<file path="config.mk">
export PLATFORM = sky130hd
export DESIGN_NAME = sync_timing_gen
export DESIGN_NICKNAME = d
export VERILOG_FILES = /design/src/rtl/sync_timing_pkg.sv /design/src/rtl/sync_timing_gen_mod_counter.sv /design/src/rtl/sync_timing_gen.sv
export SDC_FILE = /design/constraint.sdc
export NUM_CORES = 1
export LEC_CHECK = 0
export ABC_AREA = 0
export CORE_MARGIN = 2
export CORE_UTILIZATION = 55
export CTS_BUF_LIST = sky130_fd_sc_hd__clkbuf_4
export DETAILED_ROUTE_END_ITERATION = 10
export GPL_TIMING_DRIVEN = 0
export PLACE_DENSITY = 0.87
export SKIP_CTS_REPAIR_TIMING = 1
export SLEW_MARGIN = 10
export SYNTH_ARGS = -nofsm -noshare
export SYNTH_HDL_FRONTEND = slang
export SYNTH_SLANG_ARGS = --single-unit
</file>
<file path="constraint.sdc">
create_clock -name clock -period 6.1 [get_ports clock]
set_input_delay 1.22 -clock clock [delete_from_list [all_inputs] [get_ports clock]]
set_output_delay 1.22 -clock clock [all_outputs]
set_load 0.01 [all_outputs]
</file>
<file path="src/rtl/sync_timing_pkg.sv">
// ============================================================================
// Module      : sync_timing_pkg
// Description : Shared timing constants, PROM bit map and address helper.
// Revision    : 1.0
// ============================================================================
`default_nettype none

package sync_timing_pkg;

  localparam int CNT_W = 9;

  localparam int DEFAULT_H_TOTAL      = 384;
  localparam int DEFAULT_H_ACTIVE     = 256;
  localparam int DEFAULT_H_SYNC_START = 288;
  localparam int DEFAULT_H_SYNC_END   = 320;
  localparam int DEFAULT_V_TOTAL      = 262;
  localparam int DEFAULT_PROM_SAMPLE  = 2;

  localparam int PROM_VBLANK_BIT = 3;
  localparam int PROM_AUX_HI_BIT = 2;
  localparam int PROM_AUX_LO_BIT = 1;
  localparam int PROM_VSYNC_BIT  = 0;

  // Lines past the 8-bit PROM range all share the last PROM entry.
  function automatic logic [7:0] prom_addr_of(input logic [CNT_W-1:0] line);
    return (line > CNT_W'(8'hFF)) ? 8'hFF : line[7:0];
  endfunction

endpackage

`default_nettype wire

</file>
<file path="src/rtl/sync_timing_gen_mod_counter.sv">
// ============================================================================
// Module      : mod_counter
// Description : Enabled modulo-N counter exposing its next value and a wrap
//               pulse that is high in the cycle the wrap is taken.
// Revision    : 1.0
// ============================================================================
`default_nettype none

module mod_counter #(
  parameter int MODULUS = 384,
  parameter int WIDTH   = 9
) (
  input  logic             clock,
  input  logic             reset_n,
  input  logic             en_i,
  output logic [WIDTH-1:0] count_o,
  output logic [WIDTH-1:0] next_o,
  output logic             wrap_o
);

  logic [WIDTH-1:0] count_q;
  logic [WIDTH-1:0] count_d;
  logic             wrap_d;

  always_comb begin
    wrap_d  = 1'b0;
    count_d = count_q;
    if (en_i) begin
      if (count_q == WIDTH'(MODULUS - 1)) begin
        wrap_d  = 1'b1;
        count_d = '0;
      end else begin
        count_d = count_q + WIDTH'(1);
      end
    end
  end

  always_ff @(posedge clock or negedge reset_n) begin
    if (!reset_n) begin
      count_q <= '0;
    end else begin
      count_q <= count_d;
    end
  end

  assign count_o = count_q;
  assign next_o  = count_d;
  assign wrap_o  = wrap_d;

endmodule

`default_nettype wire

</file>
<file path="src/rtl/sync_timing_gen.sv">
// ============================================================================
// Module      : sync_timing_gen
// Description : Video timing generator driving the vertical sync PROM and
//               decoding horizontal sync/blank plus line/frame strobes.
//               Optional macro SYNC_TIMING_FRAME_CNT_EN adds a frame counter.
// Revision    : 1.0
// ============================================================================
`default_nettype none

module sync_timing_gen
  import sync_timing_pkg::*;
#(
  parameter int H_TOTAL      = DEFAULT_H_TOTAL,
  parameter int H_ACTIVE     = DEFAULT_H_ACTIVE,
  parameter int H_SYNC_START = DEFAULT_H_SYNC_START,
  parameter int H_SYNC_END   = DEFAULT_H_SYNC_END,
  parameter int V_TOTAL      = DEFAULT_V_TOTAL,
  parameter int PROM_SAMPLE  = DEFAULT_PROM_SAMPLE
) (
  input  logic             clock,
  input  logic             reset_n,
  input  logic             pix_ce,
  output logic [7:0]       prom_addr,
  input  logic [3:0]       prom_q,
  output logic [CNT_W-1:0] hcount,
  output logic [CNT_W-1:0] vcount,
  output logic             hsync,
  output logic             hblank,
  output logic             vsync,
  output logic             vblank,
  output logic [1:0]       vaux,
  output logic             line_start,
`ifdef SYNC_TIMING_FRAME_CNT_EN
  output logic [15:0]      frame_cnt,
`endif
  output logic             frame_start
);

  logic [CNT_W-1:0] h_next, v_next;
  logic             h_wrap, v_wrap;

  logic [7:0] prom_addr_q, prom_addr_d;
  logic       hsync_q, hsync_d;
  logic       hblank_q, hblank_d;
  logic       vsync_q, vsync_d;
  logic       vblank_q, vblank_d;
  logic [1:0] vaux_q, vaux_d;
  logic       line_start_q, line_start_d;
  logic       frame_start_q, frame_start_d;

  mod_counter #(.MODULUS(H_TOTAL), .WIDTH(CNT_W)) u_hcnt (
    .clock   (clock),
    .reset_n (reset_n),
    .en_i    (pix_ce),
    .count_o (hcount),
    .next_o  (h_next),
    .wrap_o  (h_wrap)
  );

  // h_wrap already carries pix_ce, so the line counter only moves on a live pixel.
  mod_counter #(.MODULUS(V_TOTAL), .WIDTH(CNT_W)) u_vcnt (
    .clock   (clock),
    .reset_n (reset_n),
    .en_i    (h_wrap),
    .count_o (vcount),
    .next_o  (v_next),
    .wrap_o  (v_wrap)
  );

  always_comb begin
    prom_addr_d   = prom_addr_q;
    hsync_d       = hsync_q;
    hblank_d      = hblank_q;
    vsync_d       = vsync_q;
    vblank_d      = vblank_q;
    vaux_d        = vaux_q;
    line_start_d  = 1'b0;
    frame_start_d = 1'b0;
    if (pix_ce) begin
      hblank_d = (h_next >= CNT_W'(H_ACTIVE));
      hsync_d  = (h_next >= CNT_W'(H_SYNC_START)) && (h_next < CNT_W'(H_SYNC_END));
      // PROM data for this line is valid once the address has had a clock to settle.
      if (h_next == CNT_W'(PROM_SAMPLE)) begin
        vblank_d = prom_q[PROM_VBLANK_BIT];
        vsync_d  = prom_q[PROM_VSYNC_BIT];
        vaux_d   = prom_q[PROM_AUX_HI_BIT:PROM_AUX_LO_BIT];
      end
      if (h_wrap) begin
        prom_addr_d   = prom_addr_of(v_next);
        line_start_d  = 1'b1;
        frame_start_d = v_wrap;
      end
    end
  end

  always_ff @(posedge clock or negedge reset_n) begin
    if (!reset_n) begin
      prom_addr_q   <= '0;
      hsync_q       <= 1'b0;
      hblank_q      <= 1'b0;
      vsync_q       <= 1'b0;
      vblank_q      <= 1'b0;
      vaux_q        <= '0;
      line_start_q  <= 1'b0;
      frame_start_q <= 1'b0;
    end else begin
      prom_addr_q   <= prom_addr_d;
      hsync_q       <= hsync_d;
      hblank_q      <= hblank_d;
      vsync_q       <= vsync_d;
      vblank_q      <= vblank_d;
      vaux_q        <= vaux_d;
      line_start_q  <= line_start_d;
      frame_start_q <= frame_start_d;
    end
  end

`ifdef SYNC_TIMING_FRAME_CNT_EN
  logic [15:0] frame_cnt_q;

  always_ff @(posedge clock or negedge reset_n) begin
    if (!reset_n) begin
      frame_cnt_q <= '0;
    end else if (h_wrap && v_wrap) begin
      frame_cnt_q <= frame_cnt_q + 16'd1;
    end
  end

  assign frame_cnt = frame_cnt_q;
`endif

  assign prom_addr   = prom_addr_q;
  assign hsync       = hsync_q;
  assign hblank      = hblank_q;
  assign vsync       = vsync_q;
  assign vblank      = vblank_q;
  assign vaux        = vaux_q;
  assign line_start  = line_start_q;
  assign frame_start = frame_start_q;

endmodule

`default_nettype wire
</file>
==> flow_summary.json, run 1 <==
{
  "synth_edf_count": 0,
  "grt_util_met2_pct": 39.94,
  "period_needed_ns": 3.105,
  "htree_num_levels": 2,
  "synth_top_area_share_pct": 48.23,
  "antenna_cells": 0,
  "first_pass_iters": 4,
  "place.gp.congestion": 0.9325,
  "drt_iter0_markers": 57,
  "yosys_warnings": 0,
  "core_um2": 3053,
  "grt_max_degree": 35,
  "cp.required_ns": 6.32,
  "fin_crit_sh_pct": 50.91,
  "nNetsFinal": 237,
  "clk_pin_slew_ns": 0.10,
  "p_leak_nw": 0.9381,
  "synth_fp_nets": 190,
  "p_per_area_nw_per_um2": 277.6,
  "ant_nets": 0,
  "peakVddDrop_uv": 195.7,
  "ctsRootBufferMaster": "clkbuf_4",
  "vias": 1496,
  "r2r-end": "vaux[1]",
  "synth_cell_types": 37,
  "r2r_slack_ns": 3.70,
  "die-height_um": 60.64,
  "drv_slew": 0,
  "seq_area_frac_synth_pct": 48.23,
  "r2r_start": "u_hcnt.count_o[0]",
  "met3_usage_pct": 4.904,
  "setup_viol": 0,
  "routedWlPerCell_um": 14.41,
  "holdWs_ns": 0.4946,
  "critPathLaunch": "pix_ce",
  "max_freq_mhz": 322.0,
  "final.setup.tns_ns": 0,
  "fillers": 232,
  "gr-usage-met1_pct": 31.99,
  "grt_usage_pct": 24.31,
  "cts.sinks": 34,
  "grt_pass1_vias": 1441,
  "dieArea_um2": 3677,
  "ys_ff_latch": 34,
  "synthCells": 180,
  "finClkSkew_ns": 0.01158,
  "grt_busiest_layer": "met2",
  "critPathArrivalTime_ns": 3.32,
  "max_slew_margin_pct": 51.17,
  "drive_gt1_share_pct": 10.09,
  "synth_top_cells_by_area": "dfrtp_1 (48%), o21ai_0 (4.5%), nand2_1 (4.3%)",
  "run_status": "completed",
  "start_util_pct": 57.79,
  "crit_type": "in -> reg",
  "wl_um": 3920,
  "syn_area_per_cell_um2": 9.801,
  "synth_area_um2": 1764,
  "grt-ovfl-total": 0,
  "startpoint_type": "primary input",
  "vias_per_cell": 5.500,
  "critPathMaxFanout": 4,
  "drv_cap": 0,
  "ys_async_sr_fraction_pct": 100.0,
  "cts_tree": "done",
  "ios": 41,
  "crit_path_end": "vaux[1]",
  "reg2reg_depth": 6,
  "synth-main-ff-cell": "dfrtp_1",
  "dp_hpwl_um": 2933,
  "grt_antenna_before_repair": 0,
  "die_w_um": 60.64,
  "max_slew.worst_pin.slew_ns": 0.7324,
  "final-hold-violation-count": 0,
  "min_path_type": "reg -> reg",
  "cts_buffers": 5,
  "syn2layout_area_growth_pct": 28.58,
  "io_buffers": 40,
  "cts_buffer_depth": 2,
  "insertion_delay_ns": 0.33,
  "rows": 20,
  "post-route-util_pct": 74.30,
  "endpoint_kind": "register",
  "drc": 0,
  "synth_top_cell_by_area": "dfrtp_1",
  "grt_first_pass_wirelength_um": 6610,
  "rsz0062_at_grt": "no"
}
-- layout make-up --
class                      instances  area (um^2)  share of cell area [%]
clock buffer                       5        37.54                   1.655
buffer                            12        63.81                   2.813
multi-input combinational        129        830.8                   36.62
sequential                        34        850.8                   37.51
tap                               44        55.05                   2.427
timing repair buffer              40        395.4                   17.43
inverter                           5        18.77                  0.8274
clock inverter                     3        16.27                  0.7170
-- worst max-delay path, cell delays in order --
cell and delay, ns:
clkdlybuf4s50_1 0.59, nand4_1 0.20, o21ai_0 0.29, o2111ai_1 0.21, nor4b_4 0.42, mux2_2 0.38
-- where the power goes --
group,leakage (nW),internal (mW),switching (mW)
Combinational,0.457,0.117,0.106
Clock,0.0286,0.0428,0.0751
Sequential,0.453,0.258,0.0298
-- metal layers --
| metal | up-vias | share of wire, % | wire length (um) |
|---|---|---|---|
| li1 | 740 | - | - |
| met1 | 709 | 45 | 1763 |
| met2 | 42 | 50 | 1947 |
| met3 | 5 | 4.2 | 164 |
| met4 | 0 | 1.1 | 44 |
| met5 | - | 0 | 0 |
-- metrics by stage --
stage | area [um^2] | cells | setup WS (ns) | power [mW]
3_5_place_dp | 2215 | 264 | 2.686 | 0.5173
2_1_floorplan | 1764 | 180 | 3.412 | 0.4151
3_3_place_gp | 2220 | 264 | 2.728 | 0.5058
5_1_grt | 2268 | 272 | 2.891 | 0.6733
6_report | 2268 | 272 | 2.995 | 0.6297
4_1_cts | 2268 | 272 | 3.030 | 0.6359
-- logic make-up after synthesis --
logic type / count (synthesis) / synth area share (%)
AOI/OAI and AO/OA: 43 / 15.18
xor gates and xnor gates: 13 / 6.454
adders and majority gates: 3 / 2.128
buffers and inverters: 17 / 4.680
DFF: 34 / 48.23
muxes: 6 / 3.830
and+or+nand+nor: 64 / 19.50
-- synth_stat cells (3+ instances only) --
| cell type | instances |
|---|---|
| xnor2_1 | 8 |
| a31oi_1 | 5 |
| a21oi_1 | 6 |
| o21ai_0 | 16 |
| nor2_1 | 10 |
| nand2_1 | 20 |
| inv_1 | 4 |
| ha_1 | 3 |
| nand3_1 | 8 |
| o31ai_1 | 6 |
| nand4_1 | 5 |
| o22a_1 | 4 |
| xor2_1 | 5 |
| buf_2 | 3 |
| clkbuf_1 | 6 |
| dfrtp_1 | 34 |
| mux2_2 | 6 |
| or3_1 | 3 |
| nor2b_1 | 3 |
| nor3_1 | 4 |
-- sequential cells by signal, summed over array words and instances (netlist names) --
| name | cells |
|---|---|
| vblank | 1 |
| u_vcnt.count_o | 9 |
| line_start | 1 |
| vsync | 1 |
| prom_addr | 8 |
| frame_start | 1 |
| hblank | 1 |
| vaux | 2 |
| hsync | 1 |
| u_hcnt.count_o | 9 |
-- worst min-delay path by stage --
| stage | to | from | cells after the start |
|---|---|---|---|
| after floorplan | hsync | hsync | 2 |
| after global placement | prom_addr[7] | prom_addr[7] | 2 |
| after detailed placement | prom_addr[7] | prom_addr[7] | 2 |
| after CTS | prom_addr[7] | prom_addr[7] | 2 |
| after global routing | vsync | vsync | 1 |
| final | prom_addr[7] | prom_addr[7] | 2 |
-- cells in the final DEF (no fill, tap or decap), types with 5 or more instances in the layout --
cell,synthesis,layout
a21oi_1,6,6
dfrtp_1,34,34
nand4_1,5,5
xnor2_1,8,8
clkbuf_1,6,6
nor2_1,10,10
o21ai_0,16,16
nand2_1,20,20
a31oi_1,5,5
xor2_1,5,5
clkdlybuf4s50_1,0,39
clkbuf_4,0,5
o31ai_1,6,6
mux2_2,6,6
nand3_1,8,8
No activity file was read; power rests on OpenSTA's default activity.
==> run 2: changes to the inputs <==
--- a/config.mk
+++ b/config.mk
@@ -7,11 +7,11 @@
 export LEC_CHECK = 0
 export ABC_AREA = 0
 export CORE_MARGIN = 2
-export CORE_UTILIZATION = 55
+export CORE_UTILIZATION = 51
 export CTS_BUF_LIST = sky130_fd_sc_hd__clkbuf_4
 export DETAILED_ROUTE_END_ITERATION = 10
 export GPL_TIMING_DRIVEN = 0
-export PLACE_DENSITY = 0.87
+export PLACE_DENSITY = 0.81
 export SKIP_CTS_REPAIR_TIMING = 1
 export SLEW_MARGIN = 10
 export SYNTH_ARGS = -nofsm -noshare
==> constraint.sdc (replaced) <==
create_clock -name clock -period 3.1 [get_ports clock]
set_input_delay 0.62 -clock clock [delete_from_list [all_inputs] [get_ports clock]]
set_output_delay 0.62 -clock clock [all_outputs]
set_load 0.01 [all_outputs]
==> flow_summary.json, run 2 (same netlist as run 1, synthesis figures left out) <==
{
  "ant_nets": 0,
  "insertion_delay_ns": 0.34,
  "grt_first_pass_wirelength_um": 7493,
  "die-height_um": 62.82,
  "layout_commonest_cell": "clkdlybuf4s50_1",
  "run_status": "completed",
  "cts_tree": "done",
  "rsz0062_at_grt": "no",
  "crit_type": "in -> reg",
  "dp_hpwl_um": 3097,
  "vias": 1570,
  "fin_crit_sh_pct": 80.03,
  "switching_share_pct": 32.33,
  "final-hold-violation-count": 0,
  "drt_iter0_markers": 90,
  "wl_um": 4185,
  "nNetsFinal": 237,
  "slowest_delay_ns": 0.56,
  "cp.required_ns": 3.31,
  "critPathSlowestCell": "clkdlybuf4s50_1",
  "p_leak_nw": 0.9417,
  "peakVddDrop_uv": 315.0,
  "dp_worst_setup_slack_ns": 0.2697,
  "place.gp.congestion": 0.8867,
  "io_buffers": 40,
  "cp_num_buf_inv": 2,
  "min_path_type": "in -> async",
  "drive_gt1_share_pct": 10.13,
  "grt_antenna_before_repair": 0,
  "cts_buffers": 5,
  "path_depth": 7,
  "drv_slew": 0,
  "ios": 41,
  "max_slew_margin_pct": 49.84,
  "endpoint_kind": "register",
  "die_w_um": 62.82,
  "grt_usage_pct": 24.23,
  "p_int_mw": 0.8409,
  "clockPowerShare_pct": 18.9,
  "drv_cap": 0,
  "seqPwrFrac_pct": 45.7,
  "drc": 0,
  "core_um2": 3337,
  "startpoint_type": "primary input",
  "critPathMaxFanout": 10,
  "p_per_area_nw_per_um2": 547.5,
  "cts.sinks": 34,
  "dieArea_um2": 3946,
  "critPathArrivalTime_ns": 2.69,
  "period_needed_ns": 2.481,
  "crit_family": "simple AND/OR/NAND/NOR gates",
  "clk_pin_slew_ns": 0.10,
  "finClkSkew_ns": 0.01485,
  "htree_num_levels": 2,
  "holdWs_ns": 0.3466,
  "p_sw_mw": 0.4017,
  "p_comb_share_pct": 35.4,
  "start_util_pct": 52.87,
  "reg2reg_depth": 6,
  "grt_pass1_vias": 1567,
  "rows": 21,
  "final.setup.tns_ns": 0,
  "layout.cells.most_common_list": "clkdlybuf4s50_1 (39), dfrtp_1 (34), nand2_1 (20), o21ai_0 (16), nor2_1 (10)",
  "antenna_cells": 0,
  "routedWlPerCell_um": 15.33,
  "path_cells": "clkdlybuf4s50_1 > buf_6 > nand2_1 > nor3_1 > o2111ai_1 > nor4b_4 > mux2_2",
  "timing.final.ws_setup_ns": 0.6190,
  "post-route-util_pct": 68.02,
  "syn2layout_area_growth_pct": 28.65,
  "cts_buffer_depth": 2,
  "first_pass_iters": 4,
  "grt_max_degree": 35,
  "setup_viol": 0,
  "max_freq_mhz": 403.1,
  "vias_per_cell": 5.751,
  "ctsRootBufferMaster": "clkbuf_4",
  "grt-ovfl-total": 0,
  "max_slew.worst_pin.slew_ns": 0.7523
}
run 2: metrics by stage:
stage / power (mW) / area (um^2) / instances
global route: 1.335 / 2270 / 273
finish: 1.243 / 2270 / 273
CTS: 1.258 / 2270 / 273
floorplan: 0.8169 / 1764 / 180
global placement: 0.9969 / 2222 / 266
detailed placement: 1.021 / 2217 / 266
run 2: cell type report:
type / count / area, um^2
multi-input combinational: 129 / 830.8
buffer: 12 / 63.81
tap: 46 / 57.56
sequential: 34 / 850.8
timing repair buffer: 40 / 395.4
clock buffer: 7 / 52.55
inverter: 5 / 18.77
fill: 299 / 1067
run 2: power groups by stage:
stage | Sequential, mW | Combinational [mW] | Clock (mW)
after floorplan | 0.598 | 0.219 | 0
after global placement | 0.570 | 0.427 | 0
after detailed placement | 0.578 | 0.443 | 0
after CTS | 0.568 | 0.444 | 0.245
after global routing | 0.582 | 0.485 | 0.267
final | 0.568 | 0.440 | 0.235
run 2: path summary, 6_finish.rpt:
check / from / endpoint / slack (ns)
max: pix_ce / vaux[1] / 0.62
min: reset_n / u_vcnt.count_o[1] / 0.35
max reg2reg: u_hcnt.count_o[0] / vaux[1] / 0.72
min reg2reg: vsync / vsync / 0.52
max in group asynchronous: reset_n / vblank / 2.27
min in group clock: vsync / vsync / 0.52
run 2: layer usage:
layer	vias to the layer above	global-route usage, %	share of wire (%)	routed length [um]
met1	752	31.13	41	1720
li1	735	-	-	-
met5	-	0	0	0
met3	11	5.766	7.1	298
met4	0	10.00	2.2	91
met2	72	39.38	50	2074
